[src/rtl/rom_loader_if.sv]
// Byte-stream sink and ROM write port of the program loader.
// The loader takes the slave side; the byte source / ROM side takes the master side.
interface rom_loader_if #(
    parameter int ADDR_WIDTH = 12
);
    logic                  in_valid;
    logic [7:0]            in_data;
    logic                  in_ready;
    logic                  rom_we;
    logic [ADDR_WIDTH-1:0] rom_waddr;
    logic [31:0]           rom_wdata;

    modport slave (
        input  in_valid, in_data,
        output in_ready, rom_we, rom_waddr, rom_wdata
    );

    modport master (
        output in_valid, in_data,
        input  in_ready, rom_we, rom_waddr, rom_wdata
    );
endinterface

[src/rtl/rom_loader.sv]
// Program loader: takes a length-prefixed little-endian byte stream, writes one ROM word
// per four bytes and keeps the CPU in reset until the whole image has been written.
module rom_loader #(
    parameter int ADDR_WIDTH = 12,
    parameter int DEPTH      = 4096
) (
    input  logic         clk,
    input  logic         rst,
    input  logic         start,
    rom_loader_if.slave  bus,
    output logic         cpu_hold,
    output logic         done,
    output logic         err
);
    localparam logic [2:0] S_IDLE = 3'd0;
    localparam logic [2:0] S_LEN  = 3'd1;
    localparam logic [2:0] S_DATA = 3'd2;
    localparam logic [2:0] S_DONE = 3'd3;
    localparam logic [2:0] S_ERR  = 3'd4;

    localparam logic [31:0]         DEPTH_W = 32'(DEPTH);
    localparam logic [ADDR_WIDTH:0] CNT_ONE = (ADDR_WIDTH+1)'(1);

    logic [2:0]            state_q, state_d;
    logic [1:0]            byte_cnt_q, byte_cnt_d;
    logic [23:0]           shift_q, shift_d;
    logic [ADDR_WIDTH:0]   len_q, len_d;
    logic [ADDR_WIDTH:0]   word_cnt_q, word_cnt_d;
    logic                  rom_we_q, rom_we_d;
    logic [ADDR_WIDTH-1:0] waddr_q, waddr_d;
    logic [31:0]           wdata_q, wdata_d;
    logic                  cpu_hold_q, cpu_hold_d;
    logic                  done_q, done_d;
    logic                  err_q, err_d;

    logic        accept;
    logic [31:0] asm_word;

    assign bus.in_ready  = (state_q == S_LEN) || (state_q == S_DATA);
    assign accept        = bus.in_valid && bus.in_ready;
    // Bytes shift in from the top, so after four bytes the first one sits in bits 7:0.
    assign asm_word      = {bus.in_data, shift_q};

    assign bus.rom_we    = rom_we_q;
    assign bus.rom_waddr = waddr_q;
    assign bus.rom_wdata = wdata_q;
    assign cpu_hold      = cpu_hold_q;
    assign done          = done_q;
    assign err           = err_q;

    always_comb begin
        state_d    = state_q;
        byte_cnt_d = byte_cnt_q;
        shift_d    = shift_q;
        len_d      = len_q;
        word_cnt_d = word_cnt_q;
        rom_we_d   = 1'b0;
        waddr_d    = waddr_q;
        wdata_d    = wdata_q;
        cpu_hold_d = cpu_hold_q;
        done_d     = done_q;
        err_d      = err_q;
        case (state_q)
            S_IDLE, S_DONE, S_ERR: begin
                // Release lands one cycle after the last write pulse, which is still in flight
                // during the first DONE cycle.
                if (state_q == S_DONE) begin
                    cpu_hold_d = 1'b0;
                    done_d     = 1'b1;
                end
                if (start) begin
                    state_d    = S_LEN;
                    byte_cnt_d = 2'd0;
                    word_cnt_d = '0;
                    waddr_d    = '0;
                    cpu_hold_d = 1'b1;
                    done_d     = 1'b0;
                    err_d      = 1'b0;
                end
            end
            S_LEN: begin
                if (accept) begin
                    shift_d    = asm_word[31:8];
                    byte_cnt_d = byte_cnt_q + 2'd1;
                    if (byte_cnt_q == 2'd3) begin
                        if (asm_word == 32'd0 || asm_word > DEPTH_W) begin
                            state_d = S_ERR;
                            err_d   = 1'b1;
                        end else begin
                            state_d = S_DATA;
                            len_d   = asm_word[ADDR_WIDTH:0];
                        end
                    end
                end
            end
            S_DATA: begin
                if (accept) begin
                    shift_d    = asm_word[31:8];
                    byte_cnt_d = byte_cnt_q + 2'd1;
                    if (byte_cnt_q == 2'd3) begin
                        rom_we_d   = 1'b1;
                        waddr_d    = word_cnt_q[ADDR_WIDTH-1:0];
                        wdata_d    = asm_word;
                        word_cnt_d = word_cnt_q + CNT_ONE;
                        if (word_cnt_q + CNT_ONE == len_q) state_d = S_DONE;
                    end
                end
            end
            default: state_d = S_IDLE;
        endcase
    end

    always_ff @(posedge clk) begin
        if (rst) begin
            state_q    <= S_IDLE;
            byte_cnt_q <= 2'd0;
            shift_q    <= '0;
            len_q      <= '0;
            word_cnt_q <= '0;
            rom_we_q   <= 1'b0;
            waddr_q    <= '0;
            wdata_q    <= '0;
            cpu_hold_q <= 1'b1;
            done_q     <= 1'b0;
            err_q      <= 1'b0;
        end else begin
            state_q    <= state_d;
            byte_cnt_q <= byte_cnt_d;
            shift_q    <= shift_d;
            len_q      <= len_d;
            word_cnt_q <= word_cnt_d;
            rom_we_q   <= rom_we_d;
            waddr_q    <= waddr_d;
            wdata_q    <= wdata_d;
            cpu_hold_q <= cpu_hold_d;
            done_q     <= done_d;
            err_q      <= err_d;
        end
    end
endmodule
[src/flat_wrapper.sv]
// flat-port wrapper written by rule: the top's interface ports become plain ports
module rom_loader_flat 
#(
    parameter int ADDR_WIDTH = 12,
    parameter int DEPTH      = 4096
)
  (clk, rst, start, cpu_hold, done, err, bus_in_valid, bus_in_data, bus_in_ready, bus_rom_we, bus_rom_waddr, bus_rom_wdata);
  rom_loader_if #(.ADDR_WIDTH(ADDR_WIDTH)) bus_i ();
  input  logic clk;
  input  logic rst;
  input  logic start;
  output logic cpu_hold;
  output logic done;
  output logic err;
  input wire logic [$bits(bus_i.in_valid)-1:0] bus_in_valid;
  input wire logic [$bits(bus_i.in_data)-1:0] bus_in_data;
  output wire logic [$bits(bus_i.in_ready)-1:0] bus_in_ready;
  output wire logic [$bits(bus_i.rom_we)-1:0] bus_rom_we;
  output wire logic [$bits(bus_i.rom_waddr)-1:0] bus_rom_waddr;
  output wire logic [$bits(bus_i.rom_wdata)-1:0] bus_rom_wdata;
  assign bus_i.in_valid = bus_in_valid;
  assign bus_i.in_data = bus_in_data;
  assign bus_in_ready = bus_i.in_ready;
  assign bus_rom_we = bus_i.rom_we;
  assign bus_rom_waddr = bus_i.rom_waddr;
  assign bus_rom_wdata = bus_i.rom_wdata;
  rom_loader #(.ADDR_WIDTH(ADDR_WIDTH), .DEPTH(DEPTH)) u_core (.clk(clk), .rst(rst), .start(start), .bus(bus_i), .cpu_hold(cpu_hold), .done(done), .err(err));
endmodule
[config.mk]
export PLATFORM = sky130hd
export DESIGN_NAME = rom_loader_flat
export DESIGN_NICKNAME = d
export VERILOG_FILES = /design/src/rtl/rom_loader_if.sv /design/src/rtl/rom_loader.sv /design/src/flat_wrapper.sv
export SDC_FILE = /design/constraint.sdc
export NUM_CORES = 1
export LEC_CHECK = 0
export CORE_ASPECT_RATIO = 0.5
export CORE_MARGIN = 5
export CORE_UTILIZATION = 50
export CTS_CLUSTER_SIZE = 24
export DETAILED_ROUTE_END_ITERATION = 6
export HOLD_SLACK_MARGIN = 0.08
export PLACE_DENSITY_LB_ADDON = 0.08
export SLEW_MARGIN = 20
export SYNTH_ARGS = -nofsm -noshare
export SYNTH_HDL_FRONTEND = slang
export SYNTH_SLANG_ARGS = --single-unit
export TNS_END_PERCENT = 5
[constraint.sdc]
create_clock -name clk -period 5.8 [get_ports clk]
set_input_delay 0.58 -clock clk [delete_from_list [all_inputs] [get_ports clk]]
set_output_delay 0.58 -clock clk [all_outputs]
set_load 0.1 [all_outputs]
---- Yosys cells after proc, flatten, opt, wreduce, memory -nomap -nowiden ----
Cells that the tools add are included.
operators by class
  add/subtract/negate cells ............... 2
  order comparisons ....................... 1
  muxes and demuxes ....................... 29
  reductions and logical operators ........ 20
  bitwise gates (word level) .............. 3
  equal/unequal tests ..................... 14
operators by type and width
  kind                   count
  $mux 13                3
  $mux 12                3
  $gt 32x13->1 const B   1
  $logic_not 32->1       1
  $pmux 13 s2            1
  $pmux 12 s2            1
  $mux 3                 7
  $add 13x1->13 const B  1
  $eq 13x13->1           1
  $ne 2x2->1 const B     5
  $mux 1                 9
  $pmux 3 s3             1
  $reduce_and 4->1       2
  $reduce_bool 2->1      4
  $eq 3x2->1 const B     2
  $ne 2x1->1 const B     3
  $reduce_and 3->1       2
  $reduce_and 6->1       1
  $reduce_or 3->1        2
  $reduce_and 5->1       1
  $mux 2                 2
  $pmux 2 s2             1
  $reduce_and 2->1       2
  $eq 3x1->1 const B     1
  9 further kinds        12
storage, ports and cells
  register bits after elaboration ......... 103
  input port bits ......................... 12
  word-level logic and storage cells ...... 80
  output and inout bits ................... 49

---- Depth between registers and ports, before layout ----
  word-level depth ........................ 6
  mapped depth ............................ 8
  gate-level depth less buffers ........... 7

---- Worst setup path before layout ----
OpenSTA, ideal clock, no wires.
  path kind ............................... flip-flop to flip-flop
  start point ............................. register u_core.state_q[1]
  end point ............................... register u_core.shift_q[23]
  period minus slack after synthesis ...... 2833 ps
  stages on the path, launching flop included .. 8
  arrival ................................. 2700 ps
  data required time ...................... 5668 ps
  library setup time ...................... 132 ps
  slack ................................... 2967 ps
  cell sequence ........................... dfxtp_1 buf_2 xnor2_1 nor2_1 nand2_1 clkbuf_1 nand2_1 a21oi_1
on the way
  longest elaborated chain between the ends .. 4
  elaborated cells between the ends (all ways) .. 6
  those cells by class .................... 2 x eq/ne; 4 x reduce/logical
ends and longest elaborated chain
  what                                      line                text
  start: declaration                        rom_loader.sv:24    logic [2:0] state_q, state_d;
  start signal: assignment                  rom_loader.sv:127   state_q <= state_d;
  $eq 3x1->1 or $eq 3x2->1 (tied branches)  rom_loader.sv:39    assign bus.in_ready = (state_q == S_LEN) || (state_q == S_DATA);
  $logic_or 1x1->1 (*)                      rom_loader.sv:39
  named net bus_in_ready                    flat_wrapper.sv:17  output wire logic [$bits(bus_i.in_ready)-1:0] bus_in_ready;
  $logic_and 1x1->1 (*)                     rom_loader.sv:40    assign accept = bus.in_valid && bus.in_ready;
  $reduce_and 2->1 (no line) (*)            -
  end signal: assignment                    rom_loader.sv:129   shift_q <= shift_d;
  end: declaration                          rom_loader.sv:26    logic [23:0] shift_q, shift_d;
Mark *: on every way through the listed nets, which the timed path passes. The rest lies on a longest branch.
A chain may end at the register's enable or synchronous reset.

---- Final worst setup path ----
  start point ............................. register u_core.state_q[1]
  end point ............................... output port bus_in_ready
on the way
  longest elaborated chain between the ends .. 2
  elaborated cells between the ends (all ways) .. 3
  those cells by class .................... 2 x eq/ne; 1 x reduce/logical
ends and longest elaborated chain
  what                                      line
  $eq 3x1->1 or $eq 3x2->1 (tied branches)  rom_loader.sv:39
  $logic_or 1x1->1 (*)                      rom_loader.sv:39
  end: declaration                          flat_wrapper.sv:17
Every way passes the cells marked *; elsewhere a longest branch is shown, timed or not.

==> out/metrics.cfg <==
[status]
status = finished clean

[logic_synthesis]
ys_ff_latch = 103
synth_edf_count = 0
synth_top_cell_by_area = dfxtp_1
ys_seq_area_share_pct = 46.8
ys_types = 54
synth_top_area_share_pct = 46.8
yosys_warnings = 0
async_reset_ff_share_pct = 0
ys.flop_type = dfxtp_1
synthTopCellsByArea = dfxtp_1, nand2_1, a21oi_1, nor2_1, a22oi_1
syn_area_per_cell_um2 = 7.82
syn_inst = 564
synth_most_common_cell = nand2_1
synth_commonest_cells = nand2_1, dfxtp_1, a21oi_1
syn-num-nets = 578
syn_area_mm2 = 0.00441

[global_route]
antenna_found_initial = 0
grt-ovfl-total = 0
grt_pass1_wl_um = 18100
track_usage_pct = 19.9
grt_pass1_vias = 3698
grt_max_degree = 106

[route]
detail_route.vias_per_cell = 5.46
ant_nets = 0
drt_iter0_markers = 274
routed_wl_um = 10500
drt_first_pass_iters = 4
post_drt_wl_per_cell_um = 14.7
drcViolationCount = 0
vias = 3917

[critical_path]
max_stage_delay_ns = 1.16
slowest_stage = clkdlybuf4s50_1
r2r_start = u_core.state_q[1]
critPathBufInv = 1
reg2reg_slack_ns = 3.08
worstPathCellList = xnor2_1, nor2_1, clkdlybuf4s50_1
cp.arrival_ns = 2.44
worstReg2RegEnd = u_core.word_cnt_q[3]
path_max_fanout = 13
critical_path.endpoint_type = output pin
critPathTopFamily = buffers and inverters
reg2reg_depth = 6
criticalPathCategory = flop to output pin
start_kind = flop
crit_required_ns = 5.22
cp_num_cells = 3

[timing]
clock.fmax_mhz = 332
max_slew_margin_pct = 29.7
fin_setup_tns_ns = 0
hold_viol = 0
maxSlewViolCount = 0
finClkSkew_ns = 0.00944
worst_slew_pin_slew_ns = 1.05
finalSetupViolCount = 0
rsz0062_at_grt = false
period_share_pct = 52.0
period_minus_slack_ns = 3.02

[die]
die_h_um = 76.4
start_util_pct = 51.0
die-area_mm2 = 0.0109
die_w_um = 143
core_mm2 = 0.00865
placementRows = 24
io_pins = 61

[worst_hold_path]
min_path_type = flop to flop
hp-start = u_core.bus.rom_wdata[20]
holdPathEnd = u_core.bus.rom_wdata[20]
min_path_cells = 2

[placement]
hpwl_um = 6710
dp.cells = 701
gp_congestion = 0.808
portBuffers = 60

[power_and_ir_drop]
total_power_mw = 1.51
power.density_mw_per_mm2 = 285
total_leakage_power_nw = 1.74
peakVddDrop_v = 0.000149

[cts]
clock_latency_ns = 0.35
cts_setup_buffers = 0
cts_tree = built
post_cts_resized = 0
ctsHoldBuffers = 0
numCtsBuffers = 9
clock_path_buffers = 2
cts_sinks = 103
cts_root_buf = clkbuf_16
clk_transition_reported_paths_ns = 0.07
htreeDepth = 3

[flow_run]
maxCapViolCount = 0

[cells_and_area]
nets = 609
finalNonFillerCells = 717
antennaDiodeCount = 0
areaGrowthSynthToFinish_pct = 20.3
drive_gt1_share_pct = 5.33

[cells by family (layout without fill, tap and decap cells)]
family | after synthesis | count (layout) | synth area share (%)
AND/OR/NAND/NOR | 240 | 240 | 24.5
AO/OA/AOI/OAI | 147 | 147 | 19.1
flip-flops | 103 | 103 | 46.8
buffers and inverters | 52 | 88 | 5.11
XOR/XNOR | 19 | 19 | 3.77
adder cells (fa/ha/maj) | 2 | 2 | 0.567
multiplexers | 1 | 1 | 0.227
[flip-flops by register name, indices dropped and copies added (netlist names)]
name / flops
u_core.err: 1
u_core.len_q: 13
u_core.cpu_hold: 1
u_core.byte_cnt_q: 2
u_core.done: 1
u_core.shift_q: 24
u_core.bus.rom_we: 1
u_core.bus.rom_wdata: 32
u_core.word_cnt_q: 13
u_core.bus.rom_waddr: 12
u_core.state_q: 3
[worst register-to-register path: stages (launching register included)]
cell and delay (ns):
dfxtp_1 0.59, nand2_1 0.24, nor3_4 0.72, buf_4 0.48
nand2_1 0.12, or3_1 0.37, a21oi_1 0.13
[through the flow]
stage | util, % | instance area [µm²] | setup WS, ns | hold slack (ns)
CTS | 61.2 | 5290 | 2.80 | 0.457
finish | 61.4 | 5310 | 2.78 | 0.454
floorplan | - | 4410 | 2.97 | 0.446
global placement | 57.9 | 5000 | 2.64 | 0.442
detailed placement | 57.9 | 5000 | 2.49 | 0.447
global route | 61.4 | 5310 | 2.70 | 0.477
[layer usage]
| metal | wire (µm) | global-route usage, % | vias up | share of wire [%] |
|---|---|---|---|---|
| met5 | 0 | 0 | - | 0 |
| met4 | 58 | 4.55 | 0 | 0.55 |
| met3 | 516 | 5.77 | 9 | 4.9 |
| met2 | 4630 | 29.3 | 79 | 44 |
| met1 | 5330 | 28.7 | 1824 | 51 |
| li1 | - | - | 2005 | - |
[placed cells by master, fill, tap and decap left out, types with 3 or more instances in the layout]
cell type	Yosys	final
a31oi_1	3	3
nand3_1	20	20
clkbuf_16	0	9
nand4_1	5	5
xor2_1	9	9
a22oi_1	14	14
xnor2_1	10	10
a21oi_1	94	93
buf_4	2	5
nand2_1	142	142
nor4_1	8	8
or3_1	4	4
o21a_1	3	3
nor3_1	7	6
inv_1	6	6
nor2_1	32	32
clkdlybuf4s50_1	0	59
nand3b_1	3	3
or4_1	3	3
o21ai_0	15	15
dfxtp_1	103	103
[how the worst max path moves through the flow]
| stage | startpoint | end | slack, ns |
|---|---|---|---|
| after floorplan | u_core.state_q[1] | u_core.shift_q[23] | 2.97 |
| after global placement | bus_in_valid | u_core.len_q[12] | 2.64 |
| after detailed placement | bus_in_valid | u_core.len_q[0] | 2.49 |
| after CTS | u_core.state_q[0] | bus_in_ready | 2.80 |
| after global routing | u_core.state_q[1] | bus_in_ready | 2.70 |
| final | u_core.state_q[1] | bus_in_ready | 2.78 |
[report_power, final]
| part | internal (mW) | switching, mW | leakage [nW] |
|---|---|---|---|
| logic | 0.0534 | 0.124 | 0.777 |
| registers | 0.721 | 0.0230 | 0.830 |
| clock network | 0.301 | 0.288 | 0.136 |
| total | 1.08 | 0.436 | 1.74 |
[layout make-up]
class | instances | area [µm²]
fill | 773 | 3340
clock inverter | 7 | 63.8
inverter | 8 | 30.0
multi-input combinational | 409 | 2150
timing repair buffer | 64 | 628
tap | 117 | 146
sequential | 103 | 2060
clock buffer | 9 | 225
No activity file was read; power rests on OpenSTA's default activity.
